==> src/rtl/sdram_pattern_tester.sv <==
`default_nettype none
// ============================================================================
// Module   : sdram_pattern_tester
// Brief    : Writes a deterministic pattern over an SDRAM window, reads it back
//            and reports pass/fail, error count and first failing word.
//            Optional macro PATTERN_LFSR_EN selects a 16-bit Galois LFSR pattern.
// Revision : 1.0
// ============================================================================
module sdram_pattern_tester #(
    parameter int          ADDR_WIDTH = 23,
    parameter int          DATA_WIDTH = 16,
    parameter int          BASE_ADDR  = 0,
    parameter int          NUM_WORDS  = 1024,
    parameter logic [15:0] SEED       = 16'hACE1,
    parameter int          ERR_WIDTH  = 8
) (
    input  logic                  clk_i,
    input  logic                  rst_bi,
    input  logic                  start_i,
    output logic                  busy_o,
    output logic                  done_o,
    output logic                  pass_o,
    output logic [ERR_WIDTH-1:0]  errCnt_o,
    output logic [ADDR_WIDTH-1:0] failAddr_o,
    output logic [DATA_WIDTH-1:0] failData_o,
    output logic                  rd_o,
    output logic                  wr_o,
    output logic [ADDR_WIDTH-1:0] addr_o,
    output logic [DATA_WIDTH-1:0] data_o,
    input  logic                  opBegun_i,
    input  logic                  done_i,
    input  logic                  rdDone_i,
    input  logic [DATA_WIDTH-1:0] data_i
);

    typedef enum logic [2:0] {
        S_IDLE   = 3'd0,
        S_WRITE  = 3'd1,
        S_WGAP   = 3'd2,
        S_READ   = 3'd3,
        S_RGAP   = 3'd4,
        S_FINISH = 3'd5
    } state_t;

    localparam logic [ADDR_WIDTH-1:0] c_base = ADDR_WIDTH'(BASE_ADDR);
    localparam logic [ADDR_WIDTH-1:0] c_last =
        ADDR_WIDTH'(longint'(BASE_ADDR) + longint'(NUM_WORDS) - 64'sd1);
    localparam logic [DATA_WIDTH-1:0] c_seed = DATA_WIDTH'(SEED);
    localparam logic [ERR_WIDTH-1:0]  c_err_max = {ERR_WIDTH{1'b1}};

    state_t                r_state;
    logic                  r_busy;
    logic                  r_done;
    logic                  r_pass;
    logic [ERR_WIDTH-1:0]  r_err_cnt;
    logic [ADDR_WIDTH-1:0] r_fail_addr;
    logic [DATA_WIDTH-1:0] r_fail_data;
    logic                  r_rd;
    logic                  r_wr;
    logic [ADDR_WIDTH-1:0] r_addr;
    logic [DATA_WIDTH-1:0] r_pat;
    logic [DATA_WIDTH-1:0] w_pat_next;
    logic                  w_last;
    logic                  w_unused;

    // opBegun_i carries no information this initiator needs.
    assign w_unused = opBegun_i;
    assign w_last   = (r_addr == c_last);

`ifdef PATTERN_LFSR_EN
    localparam logic [DATA_WIDTH-1:0] c_taps = DATA_WIDTH'(16'hB400);
    always_comb begin
        w_pat_next = r_pat >> 1;
        if (r_pat[0]) begin
            w_pat_next = w_pat_next ^ c_taps;
        end
    end
`else
    assign w_pat_next = r_pat + DATA_WIDTH'(1);
`endif

    always_ff @(posedge clk_i or negedge rst_bi) begin
        if (!rst_bi) begin
            r_state     <= S_IDLE;
            r_busy      <= 1'b0;
            r_done      <= 1'b0;
            r_pass      <= 1'b0;
            r_err_cnt   <= '0;
            r_fail_addr <= '0;
            r_fail_data <= '0;
            r_rd        <= 1'b0;
            r_wr        <= 1'b0;
            r_addr      <= '0;
            r_pat       <= '0;
        end else begin
            case (r_state)
                S_IDLE: begin
                    if (start_i) begin
                        r_state     <= S_WRITE;
                        r_addr      <= c_base;
                        r_pat       <= c_seed;
                        r_err_cnt   <= '0;
                        r_fail_addr <= '0;
                        r_fail_data <= '0;
                        r_done      <= 1'b0;
                        r_pass      <= 1'b0;
                        r_busy      <= 1'b1;
                        r_wr        <= 1'b1;
                    end
                end
                S_WRITE: begin
                    if (done_i) begin
                        r_wr <= 1'b0;
                        if (w_last) begin
                            r_state <= S_RGAP;
                            r_addr  <= c_base;
                            r_pat   <= c_seed;
                        end else begin
                            r_state <= S_WGAP;
                            r_addr  <= r_addr + ADDR_WIDTH'(1);
                            r_pat   <= w_pat_next;
                        end
                    end
                end
                S_WGAP: begin
                    r_wr    <= 1'b1;
                    r_state <= S_WRITE;
                end
                S_RGAP: begin
                    r_rd    <= 1'b1;
                    r_state <= S_READ;
                end
                S_READ: begin
                    if (rdDone_i) begin
                        r_rd  <= 1'b0;
                        r_pat <= w_pat_next;
                        if (data_i != r_pat) begin
                            if (r_err_cnt == '0) begin
                                r_fail_addr <= r_addr;
                                r_fail_data <= data_i;
                            end
                            if (r_err_cnt != c_err_max) begin
                                r_err_cnt <= r_err_cnt + ERR_WIDTH'(1);
                            end
                        end
                        if (w_last) begin
                            r_state <= S_FINISH;
                        end else begin
                            r_state <= S_RGAP;
                            r_addr  <= r_addr + ADDR_WIDTH'(1);
                        end
                    end
                end
                S_FINISH: begin
                    r_state <= S_IDLE;
                    r_busy  <= 1'b0;
                    r_done  <= 1'b1;
                    r_pass  <= (r_err_cnt == '0);
                end
                default: begin
                    r_state <= S_IDLE;
                end
            endcase
        end
    end

    assign busy_o     = r_busy;
    assign done_o     = r_done;
    assign pass_o     = r_pass;
    assign errCnt_o   = r_err_cnt;
    assign failAddr_o = r_fail_addr;
    assign failData_o = r_fail_data;
    assign rd_o       = r_rd;
    assign wr_o       = r_wr;
    assign addr_o     = r_addr;
    assign data_o     = r_pat;

endmodule
`default_nettype wire

==> config.mk <==
export PLATFORM = sky130hd
export DESIGN_NAME = sdram_pattern_tester
export DESIGN_NICKNAME = d
export VERILOG_FILES = /design/src/rtl/sdram_pattern_tester.sv
export SDC_FILE = /design/constraint.sdc
export NUM_CORES = 1
export LEC_CHECK = 0
export CAP_MARGIN = 20
export CELL_PAD_IN_SITES_DETAIL_PLACEMENT = 0
export CELL_PAD_IN_SITES_GLOBAL_PLACEMENT = 2
export CORE_MARGIN = 5
export CORE_UTILIZATION = 30
export DETAILED_ROUTE_END_ITERATION = 16
export HOLD_SLACK_MARGIN = 0.08
export PLACE_DENSITY = 0.88
export REMOVE_ABC_BUFFERS = 1
export SLEW_MARGIN = 20
export SYNTH_ARGS = -nofsm -noshare
export SYNTH_HDL_FRONTEND = slang
export SYNTH_SLANG_ARGS = --single-unit
==> constraint.sdc <==
create_clock -name clk_i -period 2.24 [get_ports clk_i]
set_input_delay 0.448 -clock clk_i [delete_from_list [all_inputs] [get_ports clk_i]]
set_output_delay 0.448 -clock clk_i [all_outputs]
set_load 0.02 [all_outputs]
## After elaboration in Yosys (flattened, before gate mapping)

Cells that the tools add are included.

- $add $sub $neg: 3
- Multiplexer cells: 40
- Reduce and logical (&&, ||, !) cells: 15
- Equal/unequal tests: 15

Operators with widths:

| operator | number |
|---|---|
| $mux W23 | 8 |
| $mux W16 | 8 |
| $pmux W23 S3 | 1 |
| $pmux W16 S3 | 1 |
| $pmux W23 S2 | 1 |
| $mux W8 | 4 |
| $pmux W16 S2 | 1 |
| $add A23 B1 Y23 const B | 1 |
| $eq A23 B10 Y1 const B | 1 |
| $add A16 B1 Y16 const B | 1 |
| $ne A16 B16 Y1 | 1 |
| $pmux W8 S2 | 1 |
| $pmux W3 S5 | 1 |
| $reduce_and A5 Y1 | 3 |
| $ne A2 B2 Y1 const B | 7 |
| $mux W3 | 4 |
| $add A8 B1 Y8 const B | 1 |
| $logic_not A8 Y1 | 1 |
| $ne A8 B8 Y1 const B | 1 |
| $pmux W1 S2 | 4 |
| $eq A3 B2 Y1 const B | 2 |
| $eq A3 B3 Y1 const B | 2 |
| $reduce_and A3 Y1 | 2 |
| $reduce_bool A2 Y1 | 3 |
| 7 further kinds | 13 |

- Output and inout bits: 91
- Bits of input ports: 22
- Flip-flop bits (word level): 94
- Word-level logic and storage cells: 84

## Longest topological paths before layout

- Depth after elaboration: 5
- Gate-level depth with buffers: 9
- Depth with buffers taken out: 7

## Worst setup path before layout

Ideal clock, no wire load.

- Path type: register to register
- From: register r_addr[2], in the netlist addr_o[2]
- To: register r_pat[3], in the netlist data_o[3]
- Required time: 2.121 ns
- Slack: 0.210 ns
- Buffers on the path: 2
- Clock period less this slack: 2.030 ns
- Cell stages (with the launch flop): 8
- Setup time: 0.119 ns
- Data arrival time: 1.911 ns
- Path through: dfrtp_1 > and4_1 > nand4_1 > o31ai_1 > and2_1 > buf_2 > buf_4 > nor2_1

- Longest elaborated chain between the ends: 4

RTL lines:

| item | line | RTL |
|---|---|---|
| from (decl) | 60 | `logic [ADDR_WIDTH-1:0] r_addr;` |
| from (signal assigned) | 100 | `r_addr <= c_base;` |
| from (signal assigned) | 116 | `r_addr <= c_base;` |
| from (signal assigned) | 120 | `r_addr <= r_addr + ADDR_WIDTH'(1);` |
| $eq A23 B10 Y1 | 68 | `assign w_last = (r_addr == c_last);` |
| $mux W16 | 114 | `if (w_last) begin` |
| $mux W16 | 112 | `if (done_i) begin` |
| $pmux W16 S3 | 96 | `case (r_state)` |
| to (signal assigned) | 101 | `r_pat <= c_seed;` |
| to (signal assigned) | 117 | `r_pat <= c_seed;` |
| to (signal assigned) | 121 | `r_pat <= w_pat_next;` |
| to (decl) | 61 | `logic [DATA_WIDTH-1:0] r_pat;` |

Every way passes these cells. The select of a mux whose other input is x is not followed.
A chain may end at the register's enable or synchronous reset.

## Worst setup path after layout

- From: register r_addr[14], in the netlist addr_o[14]
- To: register r_addr[3], in the netlist addr_o[3]

- Longest elaborated chain between the ends: 4
- Elaborated cells between the ends (all ways): 6
- Those cells by class: 2 x eq/ne; 3 x mux; 1 x reduce/logical

RTL lines:

| item | line |
|---|---|
| $eq A23 B10 Y1 * | 68 |
| $mux W23 | 114 |
| $mux W23 | 112 |
| $pmux W23 S3 | 96 |

Mark *: on every way between the ends. The rest lies on a longest branch, timed or not. The select of a mux whose other input is x is not followed.

==> flow_metrics.py <==
metrics = {
    "run_status": {
        "outcome": "complete, no violations",
    },
    "critical_path": {
        "critPathKind": "reg -> reg",
        "cpMaxStageDelayCell": "or3_4",
        "r2r_end": "addr_o[3]",
        "regToRegSetupSlack_ns": 0.07,
        "critPathTopFamily": "simple AND/OR/NAND/NOR gates",
        "crit_path_start_kind": "register",
        "crit_chain": "nor4_2 > nand4_1 > or3_4 > buf_4 > nand3_1 > xor2_1 > nor2_1",
        "critPathMaxFanout": 7,
        "r2r-start": "addr_o[14]",
        "r2r_cells": 7,
        "required_ns": 2.48,
        "cpPeakStageDelay_ns": 0.49,
        "path_buf_inv": 1,
        "cp-end-kind": "register",
        "critPathArrivalTime_ns": 2.41,
    },
    "placed_design": {
        "dp_hpwl_mm": 10.5,
        "place.gp.congestion": 0.819,
        "dp_slack_ns": -0.320,
        "port_buffers": 111,
        "dpl_cell_area_um2": 6720,
    },
    "yosys": {
        "ys_ff_latch": 94,
        "seq_area_frac_synth": 0.483,
        "synth.avg_cell_area_um2": 9.42,
        "synthCells": 517,
        "synth_common_cells": "dfrtp_1 (94), nand2_1 (75), nor2_1 (46)",
        "synth-edff-count": 0,
        "yosys_warnings": 0,
        "netlist.area_leader.share": 0.483,
        "synth_most_common_cell": "dfrtp_1",
        "ys_types": 40,
        "synth_top_cell_by_area": "dfrtp_1",
        "synth_flop_cell": "dfrtp_1",
        "synth_area_um2": 4870,
        "synth_area_leaders": "dfrtp_1 (48%), mux2i_1 (8.6%), xor2_1 (7.9%)",
        "async_flop_share": 1.00,
    },
    "global_routing": {
        "antenna_found_initial": 0,
        "grt_usage": 0.152,
        "first_global_vias": 4357,
        "grt_start_max_net_pins": 45,
        "grt_first_pass_wirelength_mm": 22.5,
        "overflow": 0,
    },
    "sta": {
        "fin_crit_sh": 0.971,
        "tightest_slew_ns": 0.676,
        "finalSetupViolCount": 0,
        "report.final.slew_viol_count": 0,
        "max_freq_mhz": 460,
        "slew_headroom": 0.546,
        "finalCriticalPeriod_ns": 2.17,
        "final.setup.worst_slack_ns": 0.0656,
        "clock_skew_ns": 0.00742,
        "finalHoldViolCount": 0,
    },
    "routing": {
        "via_per_inst": 4.67,
        "finalWirelength_mm": 14.5,
        "first_pass_iters": 4,
        "drt-met1-wl_mm": 6.44,
        "vias": 4258,
        "wl_met3_um": 862,
        "drtIter0Drc": 151,
        "drc": 0,
        "top_layer_used": "met4",
        "detail_route.wl_per_cell_um": 15.9,
        "met2_length_mm": 7.08,
        "antenna_left": 0,
    },
    "die": {
        "core_area_um2": 15900,
        "die_w_um": 137,
        "initial_utilization": 0.306,
        "die-height_um": 137,
        "die_area_um2": 18900,
        "pin_count": 113,
        "rows": 46,
    },
    "worst_hold_path": {
        "hold_path_class": "in -> async",
    },
    "clocking": {
        "ctsHoldBuffers": 0,
        "cts_max_path_buffers": 2,
        "cts_root_buf": "clkbuf_16",
        "clock-sinks": 94,
        "cts_max_level": 3,
        "cts.clk_slew.worst_paths_ns": 0.07,
        "clkLatencyLatePin_ns": 0.35,
        "numCtsBuffers": 9,
        "tritoncts": "done",
    },
    "cells_and_area": {
        "final_nets": 718,
        "post-route-util": 0.452,
        "drive_above_1_share": 0.152,
        "n_fill_cell": 1534,
        "n_antenna_cell": 0,
        "area_growth_pct": 47.5,
        "postLayoutCellArea_um2": 7180,
    },
    "pwr": {
        "cellPowerDensity_nw_per_um2": 932,
        "p_leak_nw": 3.17,
        "p_total_mw": 6.69,
        "peakVddDrop_uv": 470,
    },
    "job": {
        "maxCapViolations": 0,
    },
}
-- worst reg2reg max path: stages (launching register included) --
cell	delay [ns]
dfrtp_1	0.40
nor4_2	0.36
nand4_1	0.28
or3_4	0.49
buf_4	0.18
nand3_1	0.10
xor2_1	0.20
nor2_1	0.06
-- power by group --
group | internal (mW) | switching, mW
logic | 1.35 | 1.59
clock network | 0.973 | 0.678
registers | 1.93 | 0.178
-- area by class of cell --
| type | instances | area, um2 | area share |
|---|---|---|---|
| clock inverters | 7 | 88.8 | 0.0124 |
| inverters | 42 | 158 | 0.0220 |
| well taps | 216 | 270 | 0.0376 |
| multi-input cells | 360 | 2290 | 0.319 |
| flip-flops and latches | 94 | 2350 | 0.328 |
| repair buffers | 184 | 1790 | 0.250 |
| clock buffers | 9 | 225 | 0.0314 |
-- metrics by stage --
stage	hold WS [ns]	std cells	TNS [ns]
after floorplan	0.152	496	-48.44
after global placement	0.471	892	-16.90
after detailed placement	0.482	892	-18.49
after CTS	0.107	908	0
after global routing	0.135	912	-0.000685
final	0.0985	912	0
-- per-layer routing --
| layer | vias up | GRT usage |
|---|---|---|
| met1 | 2062 | 0.193 |
| li1 | 2091 | - |
| met3 | 8 | 0.0402 |
| met2 | 97 | 0.250 |
| met4 | 0 | 0.0510 |
| met5 | - | 0 |
-- worst max-delay path by stage --
stage | to | start | cells after the start | slack, ns
finish | addr_o[3] | addr_o[14] | 7 | 0.07
global route | addr_o[9] | addr_o[14] | 7 | -0.0007
CTS | addr_o[5] | addr_o[13] | 6 | 0.04
detailed placement | failData_o[7] | data_i[6] | 9 | -0.32
global placement | failAddr_o[5] | data_i[2] | 9 | -0.30
floorplan | failAddr_o[0] | r_state[0] | 4 | -1.18
-- sequential cells by signal, indices dropped and copies added, names as in the netlist, 3 cells and up --
signal / cells
data_o: 16
addr_o: 23
failData_o: 16
failAddr_o: 23
r_state: 3
errCnt_o: 8
-- timing repair --
item / in CTS / in global routing
gates cloned: 0 / 2
endpoints found under the setup margin: 5 / 41
hold endpoints to repair: 0 / 0
pin swaps: 0 / 3
resized for setup: 1 / 18
setup buffers: 0 / 2
-- cell families after synthesis --
| kind of cell | share of synthesized area |
|---|---|
| fa+ha+maj | 0.0129 |
| flops | 0.483 |
| buf+inv | 0.0565 |
| mux | 0.0887 |
| compound gates | 0.0568 |
| xor+xnor | 0.0846 |
| simple gates | 0.217 |
-- layout by cell type (no fill, tap or decap), types with 5 or more instances in the layout --
| cell | n |
|---|---|
| mux2i_1 | 41 |
| nor2_1 | 46 |
| a21oi_1 | 12 |
| dlymetal6s2s_1 | 11 |
| dfrtp_1 | 94 |
| buf_4 | 66 |
| clkdlybuf4s50_1 | 99 |
| clkbuf_16 | 11 |
| ha_1 | 5 |
| and3_1 | 12 |
| inv_1 | 42 |
| nand2_1 | 75 |
| o21ai_0 | 19 |
| nor3_1 | 5 |
| xor2_1 | 43 |
| nand3_1 | 27 |
| and4_1 | 5 |
| nor4_1 | 9 |
| buf_12 | 6 |
| nand4_1 | 17 |
| and2_1 | 5 |
Note: power is estimated with default switching activity, not from simulation.
